## src/rtl/fxp64_pkg.sv

```systemverilog
// Shared constants and state encoding for the FXP64 accumulator datapath.
// Fixed-point values are 64-bit two's complement; the Q format is informational.
package fxp64_pkg;

  localparam int FXP64_WIDTH = 64;

  localparam logic [FXP64_WIDTH-1:0] FXP64_MAX = 64'h7FFF_FFFF_FFFF_FFFF;
  localparam logic [FXP64_WIDTH-1:0] FXP64_MIN = 64'h8000_0000_0000_0000;

  typedef enum logic [1:0] {
    IDLE = 2'd0,
    ACC  = 2'd1,
    DONE = 2'd2
  } fxp64_state_t;

endpackage

```

## src/rtl/cla_64bit.sv

```systemverilog
// 64-bit carry-lookahead adder: 4-bit lookahead groups chained by group carry.
// Reports signed overflow as carry-in XOR carry-out of the sign bit.
module cla_64bit (
  input  logic [63:0] i_a,
  input  logic [63:0] i_b,
  input  logic        i_cin,
  output logic [63:0] o_sum,
  output logic        o_ovf
);

  logic [63:0] w_g;
  logic [63:0] w_p;
  logic [15:0] w_gg;
  logic [15:0] w_gp;
  logic [64:0] w_c;

  assign w_g = i_a & i_b;
  assign w_p = i_a ^ i_b;

  for (genvar k = 0; k < 16; k++) begin : g_grp
    assign w_gg[k] = w_g[4*k+3]
                   | (w_p[4*k+3] & w_g[4*k+2])
                   | (w_p[4*k+3] & w_p[4*k+2] & w_g[4*k+1])
                   | (w_p[4*k+3] & w_p[4*k+2] & w_p[4*k+1] & w_g[4*k]);
    assign w_gp[k] = &w_p[4*k+3:4*k];
  end

  always_comb begin
    w_c    = '0;
    w_c[0] = i_cin;
    for (int k = 0; k < 16; k++) begin
      for (int j = 0; j < 3; j++) begin
        w_c[4*k+j+1] = w_g[4*k+j] | (w_p[4*k+j] & w_c[4*k+j]);
      end
      w_c[4*k+4] = w_gg[k] | (w_gp[k] & w_c[4*k]);
    end
  end

  assign o_sum = w_p ^ w_c[63:0];
  assign o_ovf = w_c[64] ^ w_c[63];

endmodule

```

## src/rtl/fxp64_sat.sv

```systemverilog
// Clamps an adder result to the signed 64-bit range on overflow.
// The old accumulator sign picks which rail the overflow ran into.
module fxp64_sat
  import fxp64_pkg::*;
(
  input  logic [FXP64_WIDTH-1:0] i_sum,
  input  logic                   i_ovf,
  input  logic                   i_sign,
  output logic [FXP64_WIDTH-1:0] o_val,
  output logic                   o_sat
);

  assign o_sat = i_ovf;
  assign o_val = !i_ovf ? i_sum :
                 i_sign ? FXP64_MIN : FXP64_MAX;

endmodule

```

## src/rtl/fxp64_accum.sv

```systemverilog
// Streaming saturating accumulator: sums or differences len operands
// through the CLA and hands the result downstream with valid/ready.
module fxp64_accum
  import fxp64_pkg::*;
#(
  parameter int LEN_W     = 16,
  parameter int FRAC_BITS = 32
) (
  input  logic                   clk,
  input  logic                   rst,
  input  logic                   in_start,
  input  logic [LEN_W-1:0]       in_len,
  input  logic                   in_valid,
  output logic                   in_ready,
  input  logic [FXP64_WIDTH-1:0] in_data,
  input  logic                   in_sub,
  output logic                   out_valid,
  input  logic                   out_ready,
  output logic [FXP64_WIDTH-1:0] out_sum,
  output logic                   out_sat,
  output logic                   busy
);

  if (FRAC_BITS < 0 || FRAC_BITS >= FXP64_WIDTH) begin : g_frac_chk
    $error("FRAC_BITS must lie within the 64-bit word");
  end

  fxp64_state_t           r_state;
  logic [LEN_W-1:0]       r_len;
  logic [LEN_W-1:0]       r_cnt;
  logic [FXP64_WIDTH-1:0] r_acc;
  logic                   r_sat;

  logic [FXP64_WIDTH-1:0] w_b;
  logic [FXP64_WIDTH-1:0] w_sum;
  logic                   w_ovf;
  logic [FXP64_WIDTH-1:0] w_next;
  logic                   w_sat_hit;
  logic                   w_last;

  // Subtraction is a + ~b + 1 through the same adder.
  assign w_b = in_sub ? ~in_data : in_data;

  cla_64bit u_add (
    .i_a   (r_acc),
    .i_b   (w_b),
    .i_cin (in_sub),
    .o_sum (w_sum),
    .o_ovf (w_ovf)
  );

  fxp64_sat u_sat (
    .i_sum  (w_sum),
    .i_ovf  (w_ovf),
    .i_sign (r_acc[FXP64_WIDTH-1]),
    .o_val  (w_next),
    .o_sat  (w_sat_hit)
  );

  assign w_last = (r_cnt == r_len - LEN_W'(1));

  always_ff @(posedge clk or posedge rst) begin
    if (rst) begin
      r_state <= IDLE;
      r_len   <= '0;
      r_cnt   <= '0;
      r_acc   <= '0;
      r_sat   <= 1'b0;
    end else begin
      unique case (r_state)
        IDLE: begin
          if (in_start) begin
            r_len   <= in_len;
            r_cnt   <= '0;
            r_acc   <= '0;
            r_sat   <= 1'b0;
            r_state <= (in_len == '0) ? DONE : ACC;
          end
        end
        ACC: begin
          if (in_valid) begin
            r_acc <= w_next;
            r_sat <= r_sat | w_sat_hit;
            r_cnt <= r_cnt + LEN_W'(1);
            if (w_last) r_state <= DONE;
          end
        end
        DONE: begin
          if (out_ready) r_state <= IDLE;
        end
        default: r_state <= IDLE;
      endcase
    end
  end

  assign in_ready  = (r_state == ACC);
  assign out_valid = (r_state == DONE);
  assign busy      = (r_state == ACC) || (r_state == DONE);
  assign out_sum   = r_acc;
  assign out_sat   = r_sat;

endmodule

```

## config.mk

```make
export PLATFORM = sky130hd
export DESIGN_NAME = fxp64_accum
export DESIGN_NICKNAME = d
export VERILOG_FILES = /design/src/rtl/fxp64_pkg.sv /design/src/rtl/cla_64bit.sv /design/src/rtl/fxp64_sat.sv /design/src/rtl/fxp64_accum.sv
export SDC_FILE = /design/constraint.sdc
export NUM_CORES = 1
export LEC_CHECK = 0
export CORE_ASPECT_RATIO = 0.8
export CORE_MARGIN = 2
export CORE_UTILIZATION = 50
export DETAILED_ROUTE_END_ITERATION = 16
export PLACE_DENSITY = 0.84
export REMOVE_ABC_BUFFERS = 1
export SETUP_SLACK_MARGIN = 0.2
export SLEW_MARGIN = 20
export SYNTH_ARGS = -nofsm -noshare
export SYNTH_HDL_FRONTEND = slang
export SYNTH_HIERARCHICAL = 1
export SYNTH_SLANG_ARGS = --single-unit
```

## constraint.sdc

```tcl
create_clock -name clk -period 6.2 [get_ports clk]
set_clock_uncertainty 0.1 [all_clocks]
set_input_delay 1.86 -clock clk [delete_from_list [all_inputs] [get_ports clk]]
set_output_delay 1.86 -clock clk [all_outputs]
set_load 0.02 [all_outputs]
```

* After elaboration in Yosys (flattened, before gate mapping) *
Index checks and enable logic that the tools add are counted.

storage, ports and cells
  word-level logic and storage cells = 317
  flip-flop bits (word level) = 99
  input bits = 86

operators by class
  reductions and logical operators = 23
  add/subtract/negate cells = 2
  eq/ne operators = 7
  multiplexer cells = 18
  bitwise logic cells = 262

operators by type and width
  operator                 number
  $mux W64                 5
  $and A1 B1 Y1            144
  $pmux W64 S2             1
  $xor A64 B64 Y64         2
  $or A1 B1 Y1             113
  $reduce_and A4 Y1        17
  $and A64 B64 Y64         1
  $not A64 Y64             1
  $mux W16                 2
  $pmux W16 S2             1
  $add A16 B1 Y16 const B  1
  $eq A16 B16 Y1           1
  $logic_not A16 Y1        1
  $sub A16 B1 Y16 const B  1
  $mux W2                  5
  $pmux W2 S3              1
  $ne A2 B1 Y1 const B     2
  $ne A2 B2 Y1 const B     2
  $reduce_and A3 Y1        1
  $eq A2 B1 Y1 const B     1
  $eq A2 B2 Y1 const B     1
  $logic_not A2 Y1         1
  $mux W1                  2
  $pmux W1 S2              1
  other kinds (4)          4

* Longest topological paths before layout *
Gate-level depths: netlist of the first run.

  word-level depth = 46
  mapped depth = 25
  gate-level depth less buffers = 20

* Modules after synthesis *
The synthesis of the first run kept the hierarchy.

modules (own cells, without submodules)
  module       times used  cells an instance  sequential area each (µm²)  area each (µm²)
  fxp64_accum  1           453                2477.4                      5057.4
  cla_64bit    1           273                0.0                         2730.1
  fxp64_sat    1           143                0.0                         784.5

* Least setup slack after synthesis of the first run *
No wires, ideal clock.

  path kind = input to register
  start point = in in_sub
  end point = reg r_acc[63] (netlist: out_sum[63])
  arrival = 7.187 ns
  data required time = 5.979 ns
  library setup time = 0.121 ns
  setup slack = -1.208 ns
  cell stages on the path = 23
  path buffers = 4
  cell sequence = clkbuf_1 -> clkbuf_1 -> xor2_1 -> ha_1 -> a21o_1 -> a221o_1 -> a31oi_1 -> and4bb_2 -> o31ai_2 -> a211o_2 -> nand3b_2 -> a31o_1 -> fa_1 -> fa_1 -> fa_1 -> clkbuf_1 -> nand4_1 -> o31ai_1 -> a211o_1 -> nor3_2 -> clkbuf_8 -> mux2_4 -> a22o_1

RTL lines
  item                                                         RTL line                                           source
  from (decl)                                                  fxp64_accum.sv:16                                  input logic in_sub,
  $mux W64 *                                                   fxp64_accum.sv:42                                  assign w_b = in_sub ? ~in_data : in_data;
  net w_b[18]                                                  fxp64_accum.sv:34                                  logic [FXP64_WIDTH-1:0] w_b;
  $and A64 B64 Y64 / $xor A64 B64 Y64 (equally long branches)  cla_64bit.sv:17, cla_64bit.sv:18
  $and A1 B1 Y1, on equally long branches                      cla_64bit.sv:22, cla_64bit.sv:23, cla_64bit.sv:24
  $or A1 B1 Y1, or another cell as far along                   cla_64bit.sv:22                                    | (w_p[4*k+3] & w_g[4*k+2])
  $or A1 B1 Y1 / $and A1 B1 Y1 (equally long branches)         cla_64bit.sv:23, cla_64bit.sv:24
  $or A1 B1 Y1                                                 cla_64bit.sv:24                                    | (w_p[4*k+3] & w_p[4*k+2] & w_p[4*k+1] & w_g[4*k]);
  $or A1 B1 Y1 *                                               cla_64bit.sv:35                                    w_c[4*k+4] = w_gg[k] | (w_gp[k] & w_c[4*k]);
  [24 not listed]                                              --
  $and A1 B1 Y1                                                cla_64bit.sv:33                                    w_c[4*k+j+1] = w_g[4*k+j] | (w_p[4*k+j] & w_c[4*k+j]);
  $or A1 B1 Y1                                                 cla_64bit.sv:33
  $xor A1 B1 Y1 *                                              cla_64bit.sv:40                                    assign o_ovf = w_c[64] ^ w_c[63];
  net w_ovf                                                    fxp64_accum.sv:36                                  logic w_ovf;
  $mux W64 *                                                   fxp64_sat.sv:14                                    assign o_val = !i_ovf ? i_sum :
  net w_next[63]                                               fxp64_accum.sv:37                                  logic [FXP64_WIDTH-1:0] w_next;
  $mux W64 *                                                   fxp64_accum.sv:81                                  if (in_valid) begin
  $pmux W64 S2 *                                               fxp64_accum.sv:70                                  unique case (r_state)
  to (signal assigned)                                         fxp64_accum.sv:82                                  r_acc <= w_next;
  to (decl)                                                    fxp64_accum.sv:31                                  logic [FXP64_WIDTH-1:0] r_acc;

The timed path passes the listed nets; every way through them passes the cells marked *. The select of a mux whose other input is x is not followed.
A chain may end at the register's enable or synchronous reset.

* Worst setup path after layout of the first run *
  start point = in in_sub
  end point = reg r_acc[6] (netlist: out_sum[6])

RTL lines
  item                                                         RTL line                                           source
  $mux W64 *                                                   fxp64_accum.sv:42
  net w_b[2]                                                   fxp64_accum.sv:34
  $and A64 B64 Y64 / $xor A64 B64 Y64 (equally long branches)  cla_64bit.sv:17, cla_64bit.sv:18
  $and A1 B1 Y1, on equally long branches                      cla_64bit.sv:22, cla_64bit.sv:23, cla_64bit.sv:24
  $or A1 B1 Y1, or another cell as far along                   cla_64bit.sv:22
  $or A1 B1 Y1 / $and A1 B1 Y1 (equally long branches)         cla_64bit.sv:23, cla_64bit.sv:24
  $or A1 B1 Y1                                                 cla_64bit.sv:24
  $or A1 B1 Y1 *                                               cla_64bit.sv:35
  [2 not listed]                                               --
  $and A1 B1 Y1 *                                              cla_64bit.sv:33
  $or A1 B1 Y1 *                                               cla_64bit.sv:33
  $xor A64 B64 Y64 *                                           cla_64bit.sv:39                                    assign o_sum = w_p ^ w_c[63:0];
  net w_sum[6]                                                 fxp64_accum.sv:35                                  logic [FXP64_WIDTH-1:0] w_sum;
  $mux W64 *                                                   fxp64_sat.sv:14
  net w_next[6]                                                fxp64_accum.sv:37
  $mux W64 *                                                   fxp64_accum.sv:81
  $pmux W64 S2 *                                               fxp64_accum.sv:70

Marks and branches as above.

==> impl_metrics.yaml, run 1 <==
placed_design:
  place_congestion: 0.901
  dp_slack_ps: -1320
  io_buffers: 153
  postPlaceCellArea_um2: 11000
  dpl.hpwl_um: 16600
timing:
  fin_crit_ps: 6910
  rsz0062_at_grt: "true"
  tightest_slew_ps: 1030
  maxSlewViolCount: 0
  setup_viol: 65
  relSlewSlack_pct: 31.2
  fin_ws_ps: -715
  post-route-period-util_pct: 112
  report.final.hold_viol_count: 0
  fmax_mhz: 145
finish:
  multi_input_area_um2: 6040
  num-fill-cells: 999
  drive_gt1_share_pct: 27.6
  nets: 1349
  fin_area_um2: 12500
  fin_util_pct: 75.1
  syn_to_final_growth_pct: 45.9
  seq_area_um2: 2480
  insertedDiodeCount: 0
min_path:
  holdCritPathClass: "reg2reg"
flow_run:
  maxCapViolations: 0
yosys:
  yosys_warnings: 6
  syn_area_um2: 8570
  postSynthCellCount: 869
  async_flop_share_pct: 100
  synth_edf_count: 0
  syn_avg_cell_area_um2: 9.86
  ys.flop_type: "dfrtp_1"
  yosysMostFrequentCell: "dfrtp_1"
  synth.yosys.seq_area_share_pct: 28.9
  synth.area.top_cells: "dfrtp_1, fa_1, ha_1"
  synth_cell_type_count: 69
  yosys.area.top_type: "dfrtp_1"
  ys_ff_latch: 99
  ys_top_cells_by_count: "dfrtp_1, inv_1, xor2_1"
  synth_top_area_share_pct: 28.9
cts:
  hold_buffers: 0
  clockBufferDepth: 2
  h-tree-depth: 3
  numClockSinks: 99
  root_buffer: "clkbuf_16"
  clk_latency_ps: 370
  cts_buffers: 9
  cts_tree: "built"
  clk_pin_slew_worst_paths_ps: 70
detailed_routing:
  remaining_drc_errors: 0
  detail-route-antenna-nets: 0
  wire_per_inst_um: 21.7
  via_per_inst: 6.04
  drt-pass1-iter-count: 7
  drtIter0Drc: 884
  routed_wl_um: 29700
  vias: 8282
grt:
  grt_max_degree: 67
  grt-ovfl-total: 0
  antenna_found_initial: 0
  grt_pass1_vias: 8390
  grt_pass1_wl_um: 41800
  grt.total_usage_pct: 29.5
power:
  ir_worst_vdd_mv: 0.257
  power_density_nw_per_um2: 509
  p_int_mw: 3.35
  p_sw_mw: 3.01
  switching_share_pct: 47.3
  power_mw: 6.36
  pwr-share-clk_pct: 9.7
  seq_power_share_pct: 20.8
  p_comb_share_pct: 69.5
  p_leak_nw: 6.03
worst_setup_path:
  worstSetupPathType: "in2reg"
  required_ps: 6380
  crit_arrival_ps: 7100
  slowest_stage: "fa_1"
  critPathLaunchType: "input port"
  cpMostUsedCell: "buf_4"
  critPathCaptureType: "flop"
  cp_max_fo: 7
  worst_path_largest_cell_delay_ps: 440
die:
  fp.coreArea_um2: 16700
  die_h_um: 121
  die-area_um2: 18200
  die_width_um: 150
  start_util_pct: 51.5
  io_pins: 154
  rows: 42
status:
  failed_checks: "setup timing"
  status: "complete, but fails checks"
-- sequential cells by signal, summed over array words and instances, names as in the netlist --
register and count:
out_sum 64, r_cnt 16, r_len 16, r_state 2, out_sat 1
-- path summary, 6_finish.rpt --
kind	from	to	slack (ps)	cells past startpoint
setup / recovery	in_sub	out_sum[6]$_DFFE_PP0P_	-710	34
hold / removal	out_sat$_DFFE_PP0P_	out_sat$_DFFE_PP0P_	400	2
setup reg to reg	out_sum[0]$_DFFE_PP0P_	out_sum[6]$_DFFE_PP0P_	710	21
hold reg to reg	out_sat$_DFFE_PP0P_	out_sat$_DFFE_PP0P_	400	2
max in group asynchronous	rst	r_cnt[9]$_DFFE_PP0P_	3050	3
min in group asynchronous	rst	out_sum[17]$_DFFE_PP0P_	1890	2
-- per-layer routing --
metal  part of all wire (%)  vias up  GRT usage, %
met2                     48      525          49.0
met1                     39     4069          36.6
met4                    4.2        0          10.5
met3                    8.9      118          8.53
li1                       -     3570             -
met5                      0        -             0
-- power groups by stage --
stage	Sequential, mW	Clock, mW	Combinational, mW
4_1_cts	1.29	0.614	3.75
6_report	1.32	0.616	4.42
5_1_grt	1.36	0.646	4.69
3_5_place_dp	1.28	0	3.35
3_3_place_gp	1.28	0	3.19
2_1_floorplan	1.40	0	1.92
-- layout by cell type, fill, tap and decap left out, types with 5 or more instances in the layout --
cell | synthesis | routed
inv_1 | 94 | 93
a21oi_1 | 30 | 24
and3_1 | 8 | 7
nand4_1 | 15 | 15
o21ai_0 | 72 | 18
buf_16 | 0 | 5
xor2_2 | 0 | 15
nand2_1 | 27 | 27
nand3_1 | 11 | 10
buf_4 | 1 | 134
xnor2_1 | 17 | 17
nor3_1 | 13 | 10
mux2_2 | 17 | 17
fa_2 | 0 | 5
buf_6 | 13 | 6
dfrtp_1 | 99 | 99
buf_12 | 0 | 8
nor2_1 | 41 | 39
a21o_1 | 12 | 12
dlygate4sd2_1 | 0 | 12
clkbuf_16 | 0 | 14
fa_1 | 48 | 43
o21ai_4 | 0 | 7
ha_1 | 69 | 65
o21ai_1 | 4 | 6
a21oi_2 | 1 | 6
xor2_1 | 94 | 77
nor4_1 | 5 | 5
clkdlybuf4s50_1 | 0 | 133
o21ai_2 | 11 | 56
a22o_1 | 65 | 65
-- critical path: cells and delay by family --
kind / cells / cell delay, ps
compound gates: 3 / 460
xor+xnor: 1 / 210
fa+ha+maj: 4 / 1410
buf+inv: 24 / 2870
simple gates: 2 / 290
-- kinds of logic after synthesis --
logic type / count (synthesis) / synth area share (%)
xor gates and xnor gates: 111 / 11.3
AOI/OAI and AO/OA: 231 / 18.9
DFF: 99 / 28.9
adders and majority gates: 117 / 21.3
buffers and inverters: 141 / 7.62
muxes: 19 / 2.53
and+or+nand+nor: 151 / 9.44
-- per-stage QoR --
stage	cells	TNS, ps	hold slack [ps]
after floorplan	822	-203900	401
after global placement	1301	-69570	380
after detailed placement	1301	-81860	391
after CTS	1360	-26320	406
after global routing	1371	-43560	439
final	1371	-39170	398
-- final cells by class --
class / count / share of cell area [%]
clock buffers: 11 / 1.86
multi-input cells: 629 / 48.3
inverters: 94 / 2.84
repair buffers: 313 / 24.4
clock inverters: 5 / 0.620
flip-flops and latches: 99 / 19.8
well taps: 220 / 2.20
-- timing repair --
action,in CTS,in global routing
gates resized for setup,131,80
endpoints found under the hold margin,0,0
gates cloned,5,6
setup buffers,38,5
pin swaps,46,21
endpoints found under the setup margin,65,65
(Power assumes the default switching activity.)
==> run 2, diff against run 1 <==
==> constraint.sdc (replaced) <==
create_clock -name clk -period 8.4 [get_ports clk]
set_clock_uncertainty 0.1 [all_clocks]
set_input_delay 2.52 -clock clk [delete_from_list [all_inputs] [get_ports clk]]
set_output_delay 2.52 -clock clk [all_outputs]
set_load 0.02 [all_outputs]
==> impl_metrics.yaml, run 2 (same netlist as run 1, synthesis figures left out) <==
worst_setup_path:
  rrSetupSlack_ps: 2770
  r2r_cells: 19
  worstSetupPathType: "in2reg"
  cp_max_fo: 20
  critPathLaunchType: "input port"
  critPathCaptureType: "flop"
  required_ps: 8550
  crit_arrival_ps: 8150
timing:
  report.final.hold_viol_count: 0
  maxSlewViolCount: 0
  rsz0062_at_grt: "false"
  fin_crit_ps: 8000
  relSlewSlack_pct: 29.9
  fmax_mhz: 125
  tightest_slew_ps: 1050
  post-route-period-util_pct: 95.2
  setup_viol: 0
die:
  start_util_pct: 51.5
  io_pins: 154
  die_width_um: 150
  die_h_um: 121
  die-area_um2: 18200
  rows: 42
  fp.coreArea_um2: 16700
grt:
  antenna_found_initial: 0
  grt_max_degree: 67
  grt.total_usage_pct: 23.1
  grt-ovfl-total: 0
  grt_pass1_wl_um: 33500
  grt_pass1_vias: 6871
placed_design:
  dpl.hpwl_um: 15200
  postPlaceCellArea_um2: 10200
  io_buffers: 153
  dp.cells: 1207
  place_congestion: 0.874
power:
  p_leak_nw: 4.99
  power_mw: 3.64
  ir_worst_vdd_mv: 0.186
  power_density_nw_per_um2: 347
finish:
  fin_area_um2: 10500
  syn_to_final_growth_pct: 22.5
  final_common_cell: "clkdlybuf4s50_1"
  fin_util_pct: 63.0
  final_cell_mix: "clkdlybuf4s50_1, dfrtp_1, xor2_1, inv_1, o21ai_0"
  drive_gt1_share_pct: 7.49
  largest_reg_flops: 64
  num-fill-cells: 1330
  seq_area_um2: 2480
  nets: 1201
  fin_cells: 1222
  multi_input_area_um2: 5460
  insertedDiodeCount: 0
cts:
  root_buffer: "clkbuf_16"
  clockBufferDepth: 2
  post_cts_buffers: 0
  post_cts_resized: 0
  clk_latency_ps: 360
  hold_buffers: 0
  cts_tree: "built"
  clk_pin_slew_worst_paths_ps: 70
  numClockSinks: 99
  cts_buffers: 9
  h-tree-depth: 3
detailed_routing:
  via_per_inst: 5.62
  routed_wl_um: 20400
  detail-route-antenna-nets: 0
  drtIter0Drc: 379
  wire_per_inst_um: 16.7
  vias: 6871
  drt-pass1-iter-count: 5
  remaining_drc_errors: 0
min_path:
  holdCritPathClass: "reg2reg"
  min_path_cells: 2
status:
  status: "completed"
flow_run:
  maxCapViolations: 0
-- run 2: area by class of cell --
type	count	share of cell area, %
clock buffer	10	2.28
clock inverter	5	0.345
inverter	94	3.38
multi-input combinational	629	52.0
sequential	99	23.6
tap	220	2.62
timing repair buffer	165	15.8
-- run 2: path summary, 6_finish.rpt --
| path | from | endpoint |
|---|---|---|
| setup / recovery | in_data[2] | out_sum[51]$_DFFE_PP0P_ |
| hold / removal | out_sat$_DFFE_PP0P_ | out_sat$_DFFE_PP0P_ |
| setup reg to reg | out_sum[2]$_DFFE_PP0P_ | out_sum[51]$_DFFE_PP0P_ |
| hold reg to reg | out_sat$_DFFE_PP0P_ | out_sat$_DFFE_PP0P_ |
| max in group asynchronous | rst | out_sum[25]$_DFFE_PP0P_ |
| min in group asynchronous | rst | out_sum[22]$_DFFE_PP0P_ |
-- run 2: through the flow --
stage / setup TNS (ps) / worst slack (ps) / hold slack [ps]
finish: 0 / 403 / 405
global route: 0 / 234 / 458
CTS: 0 / 477 / 420
detailed placement: 0 / 126 / 405
global placement: 0 / 340 / 383
floorplan: -103800 / -1660 / 401
-- run 2: where the power goes --
group / switching, mW / internal [mW] / leakage, nW
logic: 1.23 / 1.07 / 3.55
clock network: 0.184 / 0.209 / 0.139
registers: 0.285 / 0.661 / 1.31
total: 1.70 / 1.94 / 4.99
-- run 2: metal layers --
layer  GRT usage (%)  routed length (µm)
met5               0                   0
met4            6.19                 363
met3            5.30                1190
met2            36.3                9320
met1            32.3                9540
-- run 2: worst max-delay path, stage by stage --
cell and delay (ps):
clkdlybuf4s50_1 470, xor2_1 210, ha_1 290, a21oi_1 190, nor2b_1 80, o31a_1 260, or3_4 420, o31ai_2 420
a211o_2 250, nand3b_2 100, a31o_1 240, fa_1 380, fa_1 390, fa_1 490, nand4_1 110, o31ai_1 80
a211o_1 290, nor3_4 280, buf_4 300, o21ai_0 150, a22o_1 220
